===== src/rtl/uart_pkg.sv =====
// Shared types and constants for the configurable UART receiver.
package uart_pkg;

    // Receiver FSM states.
    typedef enum logic [2:0] {
        ST_IDLE,
        ST_START,
        ST_DATA,
        ST_PARITY,
        ST_STOP1,
        ST_STOP2,
        ST_BREAK_WAIT
    } rx_state_e;

    // Parity mode as encoded on cfg_parity; 2'b11 behaves as no parity.
    typedef enum logic [1:0] {
        PAR_NONE     = 2'b00,
        PAR_EVEN     = 2'b01,
        PAR_ODD      = 2'b10,
        PAR_NONE_ALT = 2'b11
    } parity_e;

    // Bit positions inside the 3-bit status field {break, frame_err, parity_err}.
    localparam int unsigned STAT_PARITY = 0;
    localparam int unsigned STAT_FRAME  = 1;
    localparam int unsigned STAT_BREAK  = 2;

    localparam int unsigned DATA_W = 9;
    localparam int unsigned STAT_W = 3;
    localparam int unsigned WORD_W = DATA_W + STAT_W;

    // max(1, ceil(clk_hz / (baud * os))), saturated to the 16-bit divisor range.
    function automatic logic [15:0] default_divisor(input int unsigned clk_hz,
                                                    input int unsigned baud,
                                                    input int unsigned os);
        longint unsigned den;
        longint unsigned q;
        den = 64'(baud) * 64'(os);
        if (den == 64'd0) begin
            return 16'd1;
        end
        q = (64'(clk_hz) + den - 64'd1) / den;
        if (q == 64'd0) begin
            q = 64'd1;
        end
        if (q > 64'd65535) begin
            q = 64'd65535;
        end
        return q[15:0];
    endfunction

endpackage


===== src/rtl/uart_rx_cfg_if.sv =====
// Output stream of received words with status (valid/ready handshake).
interface uart_rx_cfg_if;
    logic [8:0] m_data;
    logic [2:0] m_status;
    logic       m_valid;
    logic       m_ready;

    modport master (output m_data, output m_status, output m_valid, input m_ready);
    modport slave  (input m_data, input m_status, input m_valid, output m_ready);
endinterface


===== src/rtl/uart_rx_fifo.sv =====
// First-word fall-through receive FIFO; a push into a full FIFO without a
// simultaneous pop is dropped and flagged. DEPTH must be a power of 2, >= 2.
module uart_rx_fifo #(
    parameter int unsigned WIDTH = 12,
    parameter int unsigned DEPTH = 16
) (
    input  logic                     clk,
    input  logic                     rst,
    input  logic                     flush,
    input  logic                     push,
    input  logic [WIDTH-1:0]         push_data,
    input  logic                     pop,
    output logic [WIDTH-1:0]         head_data,
    output logic                     empty,
    output logic                     full,
    output logic [$clog2(DEPTH):0]   count,
    output logic                     dropped
);
    localparam int unsigned AW = $clog2(DEPTH);

    logic [AW-1:0]    wr_ptr_q, wr_ptr_d;
    logic [AW-1:0]    rd_ptr_q, rd_ptr_d;
    logic [AW:0]      count_q, count_d;
    logic [WIDTH-1:0] mem_q [DEPTH];
    logic [WIDTH-1:0] mem_d [DEPTH];
    logic             do_pop;
    logic             do_push;

    assign empty     = (count_q == '0);
    assign full      = (count_q == (AW+1)'(DEPTH));
    assign count     = count_q;
    assign head_data = mem_q[rd_ptr_q];

    // Accept/drop decision, pointer and occupancy update.
    always_comb begin
        do_pop   = pop & ~empty & ~flush;
        do_push  = push & (~full | do_pop) & ~flush;
        dropped  = push & full & ~do_pop & ~flush;
        wr_ptr_d = wr_ptr_q;
        rd_ptr_d = rd_ptr_q;
        count_d  = count_q;
        mem_d    = mem_q;
        if (flush) begin
            wr_ptr_d = '0;
            rd_ptr_d = '0;
            count_d  = '0;
        end else begin
            if (do_push) begin
                mem_d[wr_ptr_q] = push_data;
                wr_ptr_d        = wr_ptr_q + 1'b1;
            end
            if (do_pop) begin
                rd_ptr_d = rd_ptr_q + 1'b1;
            end
            case ({do_push, do_pop})
                2'b10:   count_d = count_q + 1'b1;
                2'b01:   count_d = count_q - 1'b1;
                default: count_d = count_q;
            endcase
        end
    end

    // Pointer and occupancy registers.
    always_ff @(posedge clk or posedge rst) begin
        if (rst) begin
            wr_ptr_q <= '0;
            rd_ptr_q <= '0;
            count_q  <= '0;
        end else begin
            wr_ptr_q <= wr_ptr_d;
            rd_ptr_q <= rd_ptr_d;
            count_q  <= count_d;
        end
    end

    // Storage array; contents are qualified by count, so no reset needed.
    always_ff @(posedge clk) begin
        mem_q <= mem_d;
    end

endmodule


===== src/rtl/uart_rx_cfg.sv =====
// Configurable oversampling UART receiver with per-frame format latch,
// parity/frame/break detection and a FWFT receive FIFO.
module uart_rx_cfg #(
    parameter int unsigned CLK_FREQ_HZ = 125_000_000,
    parameter int unsigned BAUD_RATE   = 9600,
    parameter int unsigned OVERSAMPLE  = 16,
    parameter int unsigned FIFO_DEPTH  = 16
) (
    input  logic                          clk,
    input  logic                          rst,
    input  logic                          soft_reset_request,
    input  logic                          uart_rx,
    input  logic [15:0]                   baud_divisor,
    input  logic [3:0]                    cfg_data_bits,
    input  logic [1:0]                    cfg_parity,
    input  logic                          cfg_stop2,
    uart_rx_cfg_if.master                 m_if,
    output logic                          rx_overflow,
    output logic                          rx_busy,
    output logic [$clog2(FIFO_DEPTH):0]   fifo_count
);
    import uart_pkg::*;

    localparam int unsigned   PW          = $clog2(OVERSAMPLE);
    localparam logic [PW-1:0] PH_LAST     = PW'(OVERSAMPLE - 1);
    localparam logic [PW-1:0] PH_S0       = PW'(OVERSAMPLE / 2 - 1);
    localparam logic [PW-1:0] PH_S1       = PW'(OVERSAMPLE / 2);
    localparam logic [PW-1:0] PH_S2       = PW'(OVERSAMPLE / 2 + 1);
    localparam logic [15:0]   DEFAULT_DIV = default_divisor(CLK_FREQ_HZ, BAUD_RATE, OVERSAMPLE);

    // Synchronizer
    logic rx_meta_q, rx_meta_d, rx_sync_q, rx_sync_d;

    // Oversample tick generator
    logic [15:0] div_eff;
    logic [15:0] div_last_q, div_last_d;
    logic [15:0] baud_cnt_q, baud_cnt_d;
    logic        reload;
    logic        tick;

    // Receiver FSM state and frame context
    rx_state_e         state_q;
    logic [PW-1:0]     phase_q;
    logic [1:0]        samp_q;
    logic [3:0]        nbits_q;
    parity_e           par_mode_q;
    logic              stop2_q;
    logic [3:0]        bit_idx_q;
    logic [DATA_W-1:0] data_q;
    logic              ones_q;
    logic              any_one_q;
    logic              frm_err_q;
    logic              push_q;
    logic [WORD_W-1:0] push_word_q;
    logic              rx_busy_q;

    logic              vote;
    logic              at_vote;
    logic              par_err;
    logic              brk_now;
    logic              frame_now;
    logic [STAT_W-1:0] stat_now;
    logic [3:0]        nbits_cfg;

    // FIFO / output side
    logic              fifo_empty;
    logic              fifo_full;
    logic              fifo_dropped;
    logic              fifo_pop;
    logic [WORD_W-1:0] fifo_head;
    logic              rx_overflow_q, rx_overflow_d;

    // Two-flop synchronizer input stage.
    always_comb begin
        rx_meta_d = uart_rx;
        rx_sync_d = rx_meta_q;
    end

    // Synchronizer flops idle high; soft reset leaves them running.
    always_ff @(posedge clk or posedge rst) begin
        if (rst) begin
            rx_meta_q <= 1'b1;
            rx_sync_q <= 1'b1;
        end else begin
            rx_meta_q <= rx_meta_d;
            rx_sync_q <= rx_sync_d;
        end
    end

    // Tick every div_eff clocks; restart the count on divisor change or soft reset.
    always_comb begin
        div_eff    = (baud_divisor == '0) ? DEFAULT_DIV : baud_divisor;
        div_last_d = div_eff;
        reload     = soft_reset_request | (div_eff != div_last_q);
        tick       = ~reload & (baud_cnt_q == div_eff - 16'd1);
        baud_cnt_d = (reload | tick) ? '0 : baud_cnt_q + 16'd1;
    end

    // Tick counter registers.
    always_ff @(posedge clk or posedge rst) begin
        if (rst) begin
            div_last_q <= '0;
            baud_cnt_q <= '0;
        end else begin
            div_last_q <= div_last_d;
            baud_cnt_q <= baud_cnt_d;
        end
    end

    // Majority vote, error classification and format clamp for the FSM.
    always_comb begin
        vote      = (samp_q[0] & samp_q[1]) | (samp_q[0] & rx_sync_q) | (samp_q[1] & rx_sync_q);
        at_vote   = tick & (phase_q == PH_S2);
        par_err   = 1'b0;
        if (par_mode_q == PAR_EVEN) begin
            par_err = ones_q;
        end else if (par_mode_q == PAR_ODD) begin
            par_err = ~ones_q;
        end
        brk_now   = (state_q == ST_STOP1) & ~vote & ~any_one_q;
        frame_now = (state_q == ST_STOP1) ? ~vote : (frm_err_q | ~vote);
        stat_now              = '0;
        stat_now[STAT_PARITY] = par_err;
        stat_now[STAT_FRAME]  = frame_now;
        stat_now[STAT_BREAK]  = brk_now;
        if (cfg_data_bits < 4'd5) begin
            nbits_cfg = 4'd5;
        end else if (cfg_data_bits > 4'd9) begin
            nbits_cfg = 4'd9;
        end else begin
            nbits_cfg = cfg_data_bits;
        end
    end

    // Receiver FSM. The sample phase runs freely modulo OVERSAMPLE and the state
    // advances on each vote tick, so bit boundaries stay aligned to the start edge.
    always_ff @(posedge clk or posedge rst) begin
        if (rst) begin
            state_q     <= ST_IDLE;
            phase_q     <= '0;
            samp_q      <= '1;
            nbits_q     <= 4'd8;
            par_mode_q  <= PAR_NONE;
            stop2_q     <= 1'b0;
            bit_idx_q   <= '0;
            data_q      <= '0;
            ones_q      <= 1'b0;
            any_one_q   <= 1'b0;
            frm_err_q   <= 1'b0;
            push_q      <= 1'b0;
            push_word_q <= '0;
            rx_busy_q   <= 1'b0;
        end else if (soft_reset_request) begin
            state_q     <= ST_IDLE;
            phase_q     <= '0;
            samp_q      <= '1;
            nbits_q     <= 4'd8;
            par_mode_q  <= PAR_NONE;
            stop2_q     <= 1'b0;
            bit_idx_q   <= '0;
            data_q      <= '0;
            ones_q      <= 1'b0;
            any_one_q   <= 1'b0;
            frm_err_q   <= 1'b0;
            push_q      <= 1'b0;
            push_word_q <= '0;
            rx_busy_q   <= 1'b0;
        end else begin
            push_q <= 1'b0;
            if (tick) begin
                phase_q <= (phase_q == PH_LAST) ? '0 : phase_q + 1'b1;
                if (phase_q == PH_S0) samp_q[0] <= rx_sync_q;
                if (phase_q == PH_S1) samp_q[1] <= rx_sync_q;
            end
            case (state_q)
                ST_IDLE: begin
                    if (!rx_sync_q) begin
                        nbits_q    <= nbits_cfg;
                        par_mode_q <= parity_e'(cfg_parity);
                        stop2_q    <= cfg_stop2;
                        phase_q    <= '0;
                        bit_idx_q  <= '0;
                        data_q     <= '0;
                        ones_q     <= 1'b0;
                        any_one_q  <= 1'b0;
                        frm_err_q  <= 1'b0;
                        state_q    <= ST_START;
                        rx_busy_q  <= 1'b1;
                    end
                end
                ST_START: begin
                    if (at_vote) begin
                        if (vote) begin
                            state_q   <= ST_IDLE;
                            rx_busy_q <= 1'b0;
                        end else begin
                            state_q <= ST_DATA;
                        end
                    end
                end
                ST_DATA: begin
                    if (at_vote) begin
                        data_q[bit_idx_q] <= vote;
                        ones_q            <= ones_q ^ vote;
                        any_one_q         <= any_one_q | vote;
                        bit_idx_q         <= bit_idx_q + 4'd1;
                        if (bit_idx_q == nbits_q - 4'd1) begin
                            state_q <= (par_mode_q == PAR_EVEN || par_mode_q == PAR_ODD) ?
                                       ST_PARITY : ST_STOP1;
                        end
                    end
                end
                ST_PARITY: begin
                    if (at_vote) begin
                        ones_q    <= ones_q ^ vote;
                        any_one_q <= any_one_q | vote;
                        state_q   <= ST_STOP1;
                    end
                end
                ST_STOP1: begin
                    if (at_vote) begin
                        if (brk_now) begin
                            push_q      <= 1'b1;
                            push_word_q <= {stat_now, data_q};
                            state_q     <= ST_BREAK_WAIT;
                        end else if (stop2_q) begin
                            frm_err_q <= ~vote;
                            state_q   <= ST_STOP2;
                        end else begin
                            push_q      <= 1'b1;
                            push_word_q <= {stat_now, data_q};
                            state_q     <= ST_IDLE;
                            rx_busy_q   <= 1'b0;
                        end
                    end
                end
                ST_STOP2: begin
                    if (at_vote) begin
                        push_q      <= 1'b1;
                        push_word_q <= {stat_now, data_q};
                        state_q     <= ST_IDLE;
                        rx_busy_q   <= 1'b0;
                    end
                end
                ST_BREAK_WAIT: begin
                    if (rx_sync_q) begin
                        state_q   <= ST_IDLE;
                        rx_busy_q <= 1'b0;
                    end
                end
                default: begin
                    state_q   <= ST_IDLE;
                    rx_busy_q <= 1'b0;
                end
            endcase
        end
    end

    assign fifo_pop = ~fifo_empty & m_if.m_ready;

    uart_rx_fifo #(
        .WIDTH (WORD_W),
        .DEPTH (FIFO_DEPTH)
    ) u_fifo (
        .clk       (clk),
        .rst       (rst),
        .flush     (soft_reset_request),
        .push      (push_q),
        .push_data (push_word_q),
        .pop       (fifo_pop),
        .head_data (fifo_head),
        .empty     (fifo_empty),
        .full      (fifo_full),
        .count     (fifo_count),
        .dropped   (fifo_dropped)
    );

    // One-cycle overflow flag for a dropped word.
    always_comb begin
        rx_overflow_d = fifo_dropped & ~soft_reset_request;
    end

    // Overflow flag register.
    always_ff @(posedge clk or posedge rst) begin
        if (rst) begin
            rx_overflow_q <= 1'b0;
        end else begin
            rx_overflow_q <= rx_overflow_d;
        end
    end

    // Head entry is masked while empty so the unreset storage never shows.
    assign m_if.m_valid  = ~fifo_empty;
    assign m_if.m_data   = fifo_empty ? '0 : fifo_head[DATA_W-1:0];
    assign m_if.m_status = fifo_empty ? '0 : fifo_head[WORD_W-1:DATA_W];
    assign rx_overflow   = rx_overflow_q;
    assign rx_busy       = rx_busy_q;

    logic unused_full;
    assign unused_full = fifo_full;

endmodule


===== src/flat_wrapper.sv =====
// flat-port wrapper written by rule: the top's interface ports become plain ports
module uart_rx_cfg_flat import uart_pkg::*;
#(
    parameter int unsigned CLK_FREQ_HZ = 125_000_000,
    parameter int unsigned BAUD_RATE   = 9600,
    parameter int unsigned OVERSAMPLE  = 16,
    parameter int unsigned FIFO_DEPTH  = 16
)
  (clk, rst, soft_reset_request, uart_rx, baud_divisor, cfg_data_bits, cfg_parity, cfg_stop2, rx_overflow, rx_busy, fifo_count, m_if_m_data, m_if_m_status, m_if_m_valid, m_if_m_ready);
  uart_rx_cfg_if m_if_i ();
  input  logic clk;
  input  logic rst;
  input  logic soft_reset_request;
  input  logic uart_rx;
  input  logic [15:0] baud_divisor;
  input  logic [3:0] cfg_data_bits;
  input  logic [1:0] cfg_parity;
  input  logic cfg_stop2;
  output logic rx_overflow;
  output logic rx_busy;
  output logic [$clog2(FIFO_DEPTH):0] fifo_count;
  output wire logic [$bits(m_if_i.m_data)-1:0] m_if_m_data;
  output wire logic [$bits(m_if_i.m_status)-1:0] m_if_m_status;
  output wire logic [$bits(m_if_i.m_valid)-1:0] m_if_m_valid;
  input wire logic [$bits(m_if_i.m_ready)-1:0] m_if_m_ready;
  assign m_if_m_data = m_if_i.m_data;
  assign m_if_m_status = m_if_i.m_status;
  assign m_if_m_valid = m_if_i.m_valid;
  assign m_if_i.m_ready = m_if_m_ready;
  uart_rx_cfg #(.CLK_FREQ_HZ(CLK_FREQ_HZ), .BAUD_RATE(BAUD_RATE), .OVERSAMPLE(OVERSAMPLE), .FIFO_DEPTH(FIFO_DEPTH)) u_core (.clk(clk), .rst(rst), .soft_reset_request(soft_reset_request), .uart_rx(uart_rx), .baud_divisor(baud_divisor), .cfg_data_bits(cfg_data_bits), .cfg_parity(cfg_parity), .cfg_stop2(cfg_stop2), .m_if(m_if_i), .rx_overflow(rx_overflow), .rx_busy(rx_busy), .fifo_count(fifo_count));
endmodule

===== config.mk =====
export PLATFORM = sky130hd
export DESIGN_NAME = uart_rx_cfg_flat
export DESIGN_NICKNAME = d
export VERILOG_FILES = /design/src/rtl/uart_pkg.sv /design/src/rtl/uart_rx_cfg_if.sv /design/src/rtl/uart_rx_fifo.sv /design/src/rtl/uart_rx_cfg.sv /design/src/flat_wrapper.sv
export SDC_FILE = /design/constraint.sdc
export NUM_CORES = 1
export LEC_CHECK = 0
export BUFFER_PORTS_ARGS = -buffer_cell sky130_fd_sc_hd__buf_2
export CORE_AREA = 5 5 171 173
export CTS_CLUSTER_SIZE = 20
export DETAILED_ROUTE_END_ITERATION = 8
export DIE_AREA = 0 0 176 178
export GPL_ROUTABILITY_DRIVEN = 0
export PLACE_DENSITY_LB_ADDON = 0.08
export RECOVER_POWER = 25
export SLEW_MARGIN = 30
export SYNTH_ARGS = -nofsm -noshare
export SYNTH_HDL_FRONTEND = slang
export SYNTH_SLANG_ARGS = --single-unit

===== constraint.sdc =====
create_clock -name clk -period 2.7 [get_ports clk]
set_input_delay 0.27 -clock clk [delete_from_list [all_inputs] [get_ports clk]]
set_output_delay 0.27 -clock clk [all_outputs]
set_load 0.01 [all_outputs]

==> flow_summary.json <==
{
  "status": "complete, but fails checks",
  "violations": "negative setup slack",
  "fp.coreArea_um2": 27480,
  "synth-main-ff-cell": "edfxtp_1",
  "r2r_setup_slack_ns": -0.23,
  "n_antenna_cell": 0,
  "postRouteAntennaNets": 0,
  "ys_seq_area_share_pct": 60.33,
  "switching_share_pct": 25.08,
  "clockBufferDepth": 3,
  "grt_pass1_vias": 9122,
  "drive_above_1_share_pct": 31.83,
  "ioPinCount": 48,
  "wl_um": 33220,
  "syn_area_um2": 13470,
  "die_h_um": 178,
  "p_int_mw": 7.871,
  "grt_antenna_before_repair": 0,
  "fin_ws_ns": -0.3919,
  "ir_worst_vdd_uv": 548.3,
  "fin_nets": 1289,
  "cts_tree": "yes",
  "root_buffer": "clkbuf_16",
  "gr-usage-all-layers_pct": 20.96,
  "p_sw_mw": 2.634,
  "synth.distinct_cells": 77,
  "dp_hpwl_um": 22710,
  "port_buffers": 47,
  "ys_warn_count": 0,
  "drtIter0Drc": 655,
  "path_class": "input port to register",
  "dieArea_um2": 31330,
  "chipWidth_um": 176,
  "ys_ff_latch": 286,
  "p_per_area_nw_per_um2": 609.1,
  "rsz0062_at_grt": "yes",
  "p_seq_share_pct": 45.5,
  "power_mw": 10.51,
  "critPathBufInv": 3,
  "clock_latency_ns": 0.57,
  "final_area_um2": 17250,
  "leakage_nw": 6.746,
  "grt-ovfl-total": 0,
  "row_count": 61,
  "crit_arrival_ns": 3.60,
  "avgSynthCellArea_um2": 12.72,
  "crit_path_top_delay_cell": "or4_1",
  "power_frac_comb_pct": 14.4,
  "grt_pass1_wl_um": 51960,
  "finalCritPeriodShare_pct": 114.5,
  "h-tree-depth": 1,
  "required_ns": 3.21,
  "remaining_drc_errors": 0,
  "cts_buffers": 29,
  "cp_top_family": "simple AND/OR/NAND/NOR gates",
  "worstMarginPinSlew_ns": 1.342,
  "fin_skew_ns": 0.02101,
  "fillers": 2121,
  "async_reset_ff_share_pct": 32.87,
  "first_pass_iters": 5,
  "hold_path.class": "input port to register",
  "post_drt_via_cell_ratio": 5.745,
  "finish.utilization_pct": 62.77,
  "detail_route.wl_per_cell_um": 20.65,
  "path_clk_slew_ns": 0.07,
  "crit_path_end_kind": "register",
  "maxCapViolations": 0,
  "cts_sinks": 286,
  "max_freq_mhz": 323.4,
  "path_cells": "buf_8, nor2_4, nand4_1, nor2_2, nor2_2, ha_2, or3b_4, or3_4, a2111o_1, a2111oi_2, and4_1, nand4_1, buf_6, buf_4, or4_1, nand2_1",
  "synth_edf_count": 192,
  "timing_hold_violations_final": 0,
  "cpPeakStageDelay_ns": 0.46,
  "syn_inst": 1059,
  "syn2layout_area_growth_pct": 28.09,
  "vias": 9243,
  "critPathMaxFanout": 4,
  "grt_max_degree": 47,
  "clkPwrFrac_pct": 40.0,
  "fin_cells": 1609,
  "dpl_cell_area_um2": 15190,
  "syn-num-nets": 1108,
  "placed_cells": 1514,
  "final-setup-viol-count": 37,
  "slew_viol_final": 0,
  "start_util_pct": 49.01,
  "relSlewSlack_pct": 10.07,
  "layout_min_cycle_time_ns": 3.092,
  "cp-start-kind": "input port"
}
[worst register-to-register path, cell delays in order (launching register included)]
cell and delay [ns]:
dfrtp_1 0.37, xor2_1 0.15, nor4_2 0.29, buf_4 0.16, nand4_1 0.19, nor3_2 0.21
nand4_1 0.20, or4_4 0.67, o41a_1 0.34, a311o_1 0.27
[sequential cells by signal, summed over array words and instances, names as in the netlist, 2 cells and up]
name                    cells
u_core.u_fifo.mem_q       192
u_core.baud_cnt_q          16
u_core.div_last_q          16
u_core.push_word_q         12
u_core.data_q               9
u_core.u_fifo.count         5
u_core.bit_idx_q            4
u_core.nbits_q              4
u_core.phase_q              4
u_core.u_fifo.rd_ptr_q      4
u_core.u_fifo.wr_ptr_q      4
u_core.state_q              3
u_core.par_mode_q           2
u_core.samp_q               2
[layout by cell type (no fill, tap or decap), types with 19 or more instances in the layout]
cell       instances
xor2_1            29
buf_2             33
mux2i_1           62
buf_4            133
a21oi_1           25
mux4_2            24
nand2_1           76
dfrtp_1           87
o221ai_2          20
nand3_1           19
clkbuf_16         31
buf_6             25
nand4_1           19
xnor2_1           24
ha_1              19
nor2_1            69
edfxtp_1         192
inv_1             33
[metrics by stage]
step           TNS (ns)  worst slack [ns]  hold slack [ns]
3_3_place_gp     -45.31           -0.9876           0.3494
4_1_cts          -11.15           -0.3690         0.009456
3_5_place_dp     -46.81            -1.032           0.3493
6_report         -9.104           -0.3919          0.05015
2_1_floorplan    -41.86            -1.017           0.2745
5_1_grt          -12.94           -0.5036          0.05728
[kinds of logic after synthesis]
logic type                 Yosys count  synth area share, %
DFF                                286                60.33
buffers and inverters              110                3.187
and+or+nand+nor                    306                11.52
adders and majority gates           22                2.081
AOI/OAI and AO/OA                  191                10.39
xor gates and xnor gates            53                3.447
muxes                               91                9.041
[metal layers]
metal,global-route usage (%),up-vias,share of wire (%)
met1,29.28,4585,44
li1,-,4409,-
met2,36.01,208,50
met4,3.476,0,1.8
met5,0,-,0
met3,2.904,41,4.0
[final timing paths]
kind	from	end	cells after the start
setup / recovery	baud_divisor[7]	u_core.bit_idx_q[0]	16
hold / removal	cfg_data_bits[3]	u_core.nbits_q[3]	3
setup reg to reg	u_core.div_last_q[0]	u_core.samp_q[0]	9
hold reg to reg	u_core.rx_meta_q	u_core.rx_sync_q	0
max in group asynchronous	rst	u_core.rx_sync_q	4
min in group asynchronous	rst	u_core.div_last_q[11]	3
[cells in the mapped netlist (4+ instances only)]
cell         n  area (um2)
dfstp_2      5       131.4
a21oi_1     34       170.2
o22ai_1     16       100.1
o21a_1       7       52.55
ha_1        20       250.2
a21o_1       7       52.55
xnor2_1     24       210.2
nand2b_1    15       93.84
mux4_2      24       540.5
nand4_1     19       118.9
o211ai_1     5       37.54
nor4_1      18       112.6
a31oi_1      6       37.54
clkbuf_1    53       198.9
buf_2        6       30.03
nand3_1     20       100.1
nor2b_1      5       31.28
and2_1       4       25.02
o2111ai_1    4       35.03
nand2_1     77       289.0
xor2_1      29       254.0
a221oi_1    13       113.9
buf_1       14       52.55
mux2_2       5       56.30
nor3_1      29       145.1
a211oi_1     7       52.55
o31ai_1     13       97.59
mux2i_1     62       620.6
nor2_1      79       296.5
and3_1       7       43.79
a2111oi_0    6       52.55
o221ai_1    24       210.2
a21boi_0     4       30.03
and4_1       4       35.03
dfrtp_1     89        2227
or4_1        7       52.55
inv_1       35       131.4
o21ai_0     17       85.08
edfxtp_1   192        5766
[layout make-up]
cell class                 instances  area (um2)  area share [%]
inverter                          35       136.4          0.7907
tap                              346       432.9           2.510
sequential                       286        8129           47.13
clock buffer                      35       788.3           4.570
clock inverter                    19       224.0           1.299
timing repair buffer             225        1899           11.01
multi-input combinational        663        5638           32.69
[power groups by stage]
stage / clock network [mW] / logic, mW / registers [mW]
after global routing: 4.47 / 1.64 / 4.79
final: 4.20 / 1.52 / 4.78
after floorplan: 0 / 0.893 / 4.86
after global placement: 0 / 1.31 / 4.93
after CTS: 4.30 / 1.49 / 4.78
after detailed placement: 0 / 1.32 / 4.93
[repair_timing]
item,in CTS,in global routing
gates resized for setup,53,78
setup endpoints to repair,66,68
buffers inserted,10,12
pin swaps,26,32
gates cloned,1,4
endpoints found under the hold margin,39,0
hold buffers,15,0
Note: power is estimated with default switching activity, not from simulation.
